**config.mk**
```make
export PLATFORM = sky130hd
export DESIGN_NAME = masked_subbytes_seq
export DESIGN_NICKNAME = d
export VERILOG_FILES = /design/src/rtl/masked_subbytes_seq.sv
export SDC_FILE = /design/constraint.sdc
export NUM_CORES = 2
export LEC_CHECK = 0
export CAP_MARGIN = 20
export CORE_MARGIN = 3
export CORE_UTILIZATION = 62
export CTS_BUF_LIST = sky130_fd_sc_hd__clkbuf_8
export DETAILED_ROUTE_END_ITERATION = 10
export HOLD_SLACK_MARGIN = 0.1
export PLACE_DENSITY = 0.95
export SLEW_MARGIN = 30
export SYNTH_ARGS = -nofsm -noshare
export SYNTH_HDL_FRONTEND = slang
export SYNTH_SLANG_ARGS = --single-unit
```
**constraint.sdc**
```tcl
create_clock -name clk -period 53 [get_ports clk]
set_clock_uncertainty 0.2 [all_clocks]
set_input_delay 13.25 -clock clk [delete_from_list [all_inputs] [get_ports clk]]
set_output_delay 13.25 -clock clk [all_outputs]
set_load 0.005 [all_outputs]
```
**src/rtl/masked_subbytes_seq.sv**
```systemverilog
// rtl/masked_subbytes_seq.sv - sequential two-share SubBytes engine around a pipelined masked S-box core
//
// masked_sbox_core
//   Pipelined two-share S-box. A shared byte presented on din_i appears on
//   dout_o SBOX_LAT rising edges later, re-shared with a mask derived from
//   rnd_i.
//   clk, rst_n          clock, asynchronous active-low reset
//   din_i   [15:0]      {share0, share1} input byte
//   rnd_i   [RND_W-1:0] fresh randomness, one word per cycle
//   dout_o  [15:0]      {share0, share1} registered S-box output
//
// masked_subbytes_seq
//   Streams an N_BYTES two-share state through one core, one byte per cycle,
//   collects the shared results and pulses done when all bytes are captured.
//   clk, rst_n                    clock, asynchronous active-low reset
//   start                         operation request, sampled only in IDLE
//   state_in  [16*N_BYTES-1:0]    byte i = {share0, share1} at [16i+15:16i]
//   prng_in   [RND_W-1:0]         randomness forwarded to the core every cycle
//   rnd_valid                     randomness source valid; low while busy aborts
//   state_out [16*N_BYTES-1:0]    shared S-box results, same packing
//   busy, done, err               in progress, completion pulse, sticky abort

module masked_sbox_core #(
   parameter int SBOX_LAT = 4,
   parameter int RND_W    = 22
) (
   input  logic             clk,
   input  logic             rst_n,
   input  logic [15:0]      din_i,
   input  logic [RND_W-1:0] rnd_i,
   output logic [15:0]      dout_o
);

   logic [15:0] pipe_q [SBOX_LAT];
   logic [7:0]  mask;

   function automatic logic [7:0] gf_mul(input logic [7:0] a, input logic [7:0] b);
      logic [7:0] p;
      logic [7:0] t;
      p = 8'h00;
      t = a;
      for (int k = 0; k < 8; k++) begin
         if (b[k]) p = p ^ t;
         t = {t[6:0], 1'b0} ^ (t[7] ? 8'h1b : 8'h00);
      end
      return p;
   endfunction

   // x^254 is the multiplicative inverse in GF(2^8) and maps 0 to 0.
   function automatic logic [7:0] gf_inv(input logic [7:0] x);
      logic [7:0] r;
      logic [7:0] t;
      r = 8'h01;
      t = x;
      for (int k = 1; k < 8; k++) begin
         t = gf_mul(t, t);
         r = gf_mul(r, t);
      end
      return r;
   endfunction

   function automatic logic [7:0] sbox_fwd(input logic [7:0] x);
      logic [7:0] b;
      b = gf_inv(x);
      return b ^ {b[6:0], b[7]} ^ {b[5:0], b[7:6]} ^ {b[4:0], b[7:5]}
               ^ {b[3:0], b[7:4]} ^ 8'h63;
   endfunction

   // Fold the whole randomness word into one fresh 8-bit output mask.
   always_comb begin
      mask = 8'h00;
      for (int b = 0; b < RND_W; b++) begin
         mask[b[2:0]] = mask[b[2:0]] ^ rnd_i[b];
      end
   end

   always_ff @(posedge clk or negedge rst_n) begin
      if (!rst_n) begin
         for (int k = 0; k < SBOX_LAT; k++) pipe_q[k] <= 16'h0000;
      end else begin
         pipe_q[0] <= {sbox_fwd(din_i[15:8] ^ din_i[7:0]) ^ mask, mask};
         for (int k = 1; k < SBOX_LAT; k++) pipe_q[k] <= pipe_q[k-1];
      end
   end

   assign dout_o = pipe_q[SBOX_LAT-1];

endmodule

module masked_subbytes_seq #(
   parameter int N_BYTES  = 16,
   parameter int SBOX_LAT = 4,
   parameter int RND_W    = 22
) (
   input  logic                   clk,
   input  logic                   rst_n,
   input  logic                   start,
   input  logic [16*N_BYTES-1:0]  state_in,
   input  logic [RND_W-1:0]       prng_in,
   input  logic                   rnd_valid,
   output logic [16*N_BYTES-1:0]  state_out,
   output logic                   busy,
   output logic                   done,
   output logic                   err
);

   localparam int IW = (N_BYTES > 1) ? $clog2(N_BYTES) : 1;
   localparam int CW = $clog2(N_BYTES + 1);
   localparam logic [IW-1:0] F_LAST = IW'(N_BYTES - 1);
   localparam logic [CW-1:0] C_LAST = CW'(N_BYTES - 1);

   typedef enum logic [1:0] {IDLE, FEED, DRAIN} state_e;

   state_e        st_q;
   logic [15:0]   buf_q [N_BYTES];
   logic [15:0]   out_q [N_BYTES];
   logic [SBOX_LAT-1:0] vsr_q;
   logic [IW-1:0] f_q;
   logic [CW-1:0] c_q;
   logic          busy_q;
   logic          done_q;
   logic          err_q;
   logic [15:0]   core_din;
   logic [15:0]   core_dout;

   // Only FEED presents real data; every other cycle feeds zero shares.
   always_comb begin
      core_din = 16'h0000;
      if (st_q == FEED) core_din = buf_q[f_q];
   end

   masked_sbox_core #(
      .SBOX_LAT (SBOX_LAT),
      .RND_W    (RND_W)
   ) u_core (
      .clk    (clk),
      .rst_n  (rst_n),
      .din_i  (core_din),
      .rnd_i  (prng_in),
      .dout_o (core_dout)
   );

   always_ff @(posedge clk or negedge rst_n) begin
      if (!rst_n) begin
         st_q   <= IDLE;
         vsr_q  <= '0;
         f_q    <= '0;
         c_q    <= '0;
         busy_q <= 1'b0;
         done_q <= 1'b0;
         err_q  <= 1'b0;
         for (int i = 0; i < N_BYTES; i++) begin
            buf_q[i] <= 16'h0000;
            out_q[i] <= 16'h0000;
         end
      end else begin
         done_q <= 1'b0;
         // The valid tail lines up with the core output of the byte fed
         // SBOX_LAT edges earlier.
         vsr_q[0] <= (st_q == FEED);
         for (int k = 1; k < SBOX_LAT; k++) vsr_q[k] <= vsr_q[k-1];

         case (st_q)
            IDLE: begin
               // busy_q stays high through the done cycle, which is spent in IDLE.
               busy_q <= 1'b0;
               if (start && rnd_valid) begin
                  st_q   <= FEED;
                  busy_q <= 1'b1;
                  err_q  <= 1'b0;
                  f_q    <= '0;
                  c_q    <= '0;
                  for (int i = 0; i < N_BYTES; i++) begin
                     buf_q[i] <= state_in[16*i +: 16];
                     out_q[i] <= 16'h0000;
                  end
               end
            end
            default: begin
               if (!rnd_valid) begin
                  // Abort: drop all shares, no done pulse.
                  st_q   <= IDLE;
                  busy_q <= 1'b0;
                  err_q  <= 1'b1;
                  vsr_q  <= '0;
                  for (int i = 0; i < N_BYTES; i++) begin
                     buf_q[i] <= 16'h0000;
                     out_q[i] <= 16'h0000;
                  end
               end else begin
                  if (st_q == FEED) begin
                     buf_q[f_q] <= 16'h0000;
                     if (f_q == F_LAST) st_q <= DRAIN;
                     else               f_q  <= f_q + 1'b1;
                  end
                  if (vsr_q[SBOX_LAT-1]) begin
                     out_q[c_q[IW-1:0]] <= core_dout;
                     c_q <= c_q + 1'b1;
                     if (c_q == C_LAST) begin
                        st_q   <= IDLE;
                        done_q <= 1'b1;
                     end
                  end
               end
            end
         endcase
      end
   end

   genvar gi;
   generate
      for (gi = 0; gi < N_BYTES; gi++) begin : g_out
         assign state_out[16*gi +: 16] = out_q[gi];
      end
   endgenerate

   assign busy = busy_q;
   assign done = done_q;
   assign err  = err_q;

endmodule

```
==> run metrics <==
Avg Vias per Cell 6.93; area grow syn2layout 20.6%; flip-flop and latch area 14900 um2; asr flop ratio synth 1.00; DP Wirelength 93.4 mm; placed cells 5033; share of cells above drive strength 1 0.107; DR WL/cell 27.7 um; Initial DRC Count 5758; Worst Hold Class register to register; Synth Flop Type dfrtp_1; buffers added on ports 540; postcts setup bufs 0; top-area cell type share of the netlist area 0.385; Worst slew margin 0.250; CTS Sinks 594; Resized Gates After CTS 0; CTS tree built; chip width 256 um; multi-input gate area in the final layout 22300 um2; FF+latch count, synth 594; Yosys warning count 0; design area 46600 um2; most common library cell in the layout ignoring fill and taps dfrtp_1; Synth Instances 3859; largest net degree at the start of global routing 178; syn_nets 4157; Residual DRC 0; Setup-failing EPs final 0; FP Rows 90; largest area contributor in the netlist dfrtp_1; initial antenna violation count 45; Finished Layout Cells 5243; achievable frequency 46.6 MHz; GRT Residual Overflow 0; Critical Path RT 53.35 ns; Netlist cell types 121; crit path kind register to register; Fin. Hold Viols 0; clock-pin slew on the worst setup and hold paths 0.07 ns; cell mode on critical path xnor2_1; Slew @ Worst Pin 1.12 ns; Max stage delay on crit path 0.81 ns; final net count 4599; startpoint types register; DP Area 44300 um2; Final min period 21.48 ns; RSZ-0062 raised after global routing false; commonest cells after routing, fill and taps aside 591 x dfrtp_1, 539 x clkdlybuf4s50_1, 533 x nand2_1; core area 61000 um2; Tot GR Track Use 0.432; outcome completed; CTS Buffer Depth 3; post-route ant nets 0; post-synthesis sequential area ratio 0.385; Worst Path Max Fanout 47; DRT Wirelength 145 mm; largest cells by area after synthesis dfrtp_1 38%, xnor2_1 8.8%, a22o_1 5.9%; Initial Utilization 0.633; Synth Cell Area 38600 um2; average size of a mapped cell 10.0 um2; Critical Path AT 21.83 ns; Final period util 0.405; clock buffer count from CTS 91; GPL Wtd Cong 0.970; Max H-tree Level 3; number of enable flip-flop cells after synthesis 0; die area 65300 um2; hold buffers post-CTS 0; Min Hold Slack 0.129 ns; clock latency on the worst-skew pair 0.74 ns; Slowest-stage cell, CP a211oi_2; num ports 541; fillcell total 3600; Pre-antenna DRT Iters 9; setup TNS 0 ns; root buf cell clkbuf_8; vias post-DR 36355; Max-Cap Viols 0; first-pass GRT wire length 219 mm; crit end category register; vias in the first global route 35166; Slew Viols, Final 0; Die Ht 256 um
## stage by stage
stage               utilization  setup WS [ns]
global placement          0.725          32.51
CTS                       0.760          31.59
finish                    0.763          31.52
floorplan                     -          36.26
detailed placement        0.726          31.66
global route              0.763          30.40
## area by class of cell
| type | count | area share |
|---|---|---|
| Tap cell | 828 | 0.0222 |
| Clock inverter | 53 | 0.0109 |
| Timing Repair Buffer | 620 | 0.131 |
| Antenna cell | 42 | 0.00226 |
| Clock buffer | 112 | 0.0331 |
| Multi-Input combinational cell | 2967 | 0.479 |
| Inverter | 27 | 0.00218 |
| Sequential cell | 594 | 0.319 |
## cells in the mapped netlist, drive strengths merged, types with 11 or more instances
cell and n:
a211oi 35, a21oi 129, a22o 261, a22oi 13, a31oi 28, a32oi 11, and2 16, and3 24
buf 106, clkbuf 164, dfrtp 594, ha 16, inv 24, mux2 18, mux2i 87, mux4 65
nand2 541, nand2b 16, nand3 64, nand4 12, nor2 300, nor3 72, nor4 12, o211ai 21
o21a 15, o21ai 344, o22ai 40, or2 12, or3 14, xnor2 429, xnor3 91, xor2 120
xor3 12
## cell families (layout without fill, tap and decap cells)
logic type | count (synthesis) | in the layout | synth area share
multiplexers | 170 | 170 | 0.0671
other | 0 | 42 | 0
adder cells (fa/ha/maj) | 16 | 16 | 0.00518
flip-flops | 594 | 594 | 0.385
buffers and inverters | 298 | 812 | 0.0408
AND/OR/NAND/NOR | 1120 | 1120 | 0.126
XOR/XNOR | 652 | 652 | 0.197
AO/OA/AOI/OAI | 1009 | 1009 | 0.179
## worst paths after layout
kind / start / endpoint / slack [ns] / cells after the start
worst max-delay path: f_q[0]$_DFFE_PN0P_ / u_core.pipe_q[56]$_DFF_PN0_ / 31.52 / 59
worst min-delay path: u_core.pipe_q[16]$_DFF_PN0_ / u_core.dout_o[0]$_DFF_PN0_ / 0.13 / 0
worst max register to register: f_q[0]$_DFFE_PN0P_ / u_core.pipe_q[56]$_DFF_PN0_ / 31.52 / 59
worst min register to register: u_core.pipe_q[16]$_DFF_PN0_ / u_core.dout_o[0]$_DFF_PN0_ / 0.13 / 0
max in group asynchronous: rst_n / u_core.pipe_q[47]$_DFF_PN0_ / 37.89 / 3
min in group asynchronous: rst_n / state_out[10]$_DFFE_PN0P_ / 12.38 / 1
## routing by layer
layer	wire, um	global-route usage	vias to the layer above
met5	159	0.0102	-
met2	64300	0.664	3395
met4	13500	0.296	12
li1	-	-	14665
met3	19400	0.138	957
met1	48100	0.521	17326
## worst max-delay path, delay by kind of cell, from the launching register on
kind	cells	cell delay [ns]
simple gates	10	2.59
compound gates	21	6.16
fa+ha+maj	4	1.96
flops	1	0.74
buf+inv	7	2.21
mux	3	1.45
xor+xnor	14	5.98
## flip-flops by register name, indices dropped and copies added, names as in the netlist
signal / cells
u_core.pipe_q: 48
f_q: 4
st_q: 2
c_q: 5
vsr_q: 4
done: 1
buf_q: 256
err: 1
u_core.dout_o: 16
state_out: 256
busy: 1
Power is not shown: default switching activity piles up to over one toggle a cycle in this logic, so the estimate is an artifact.
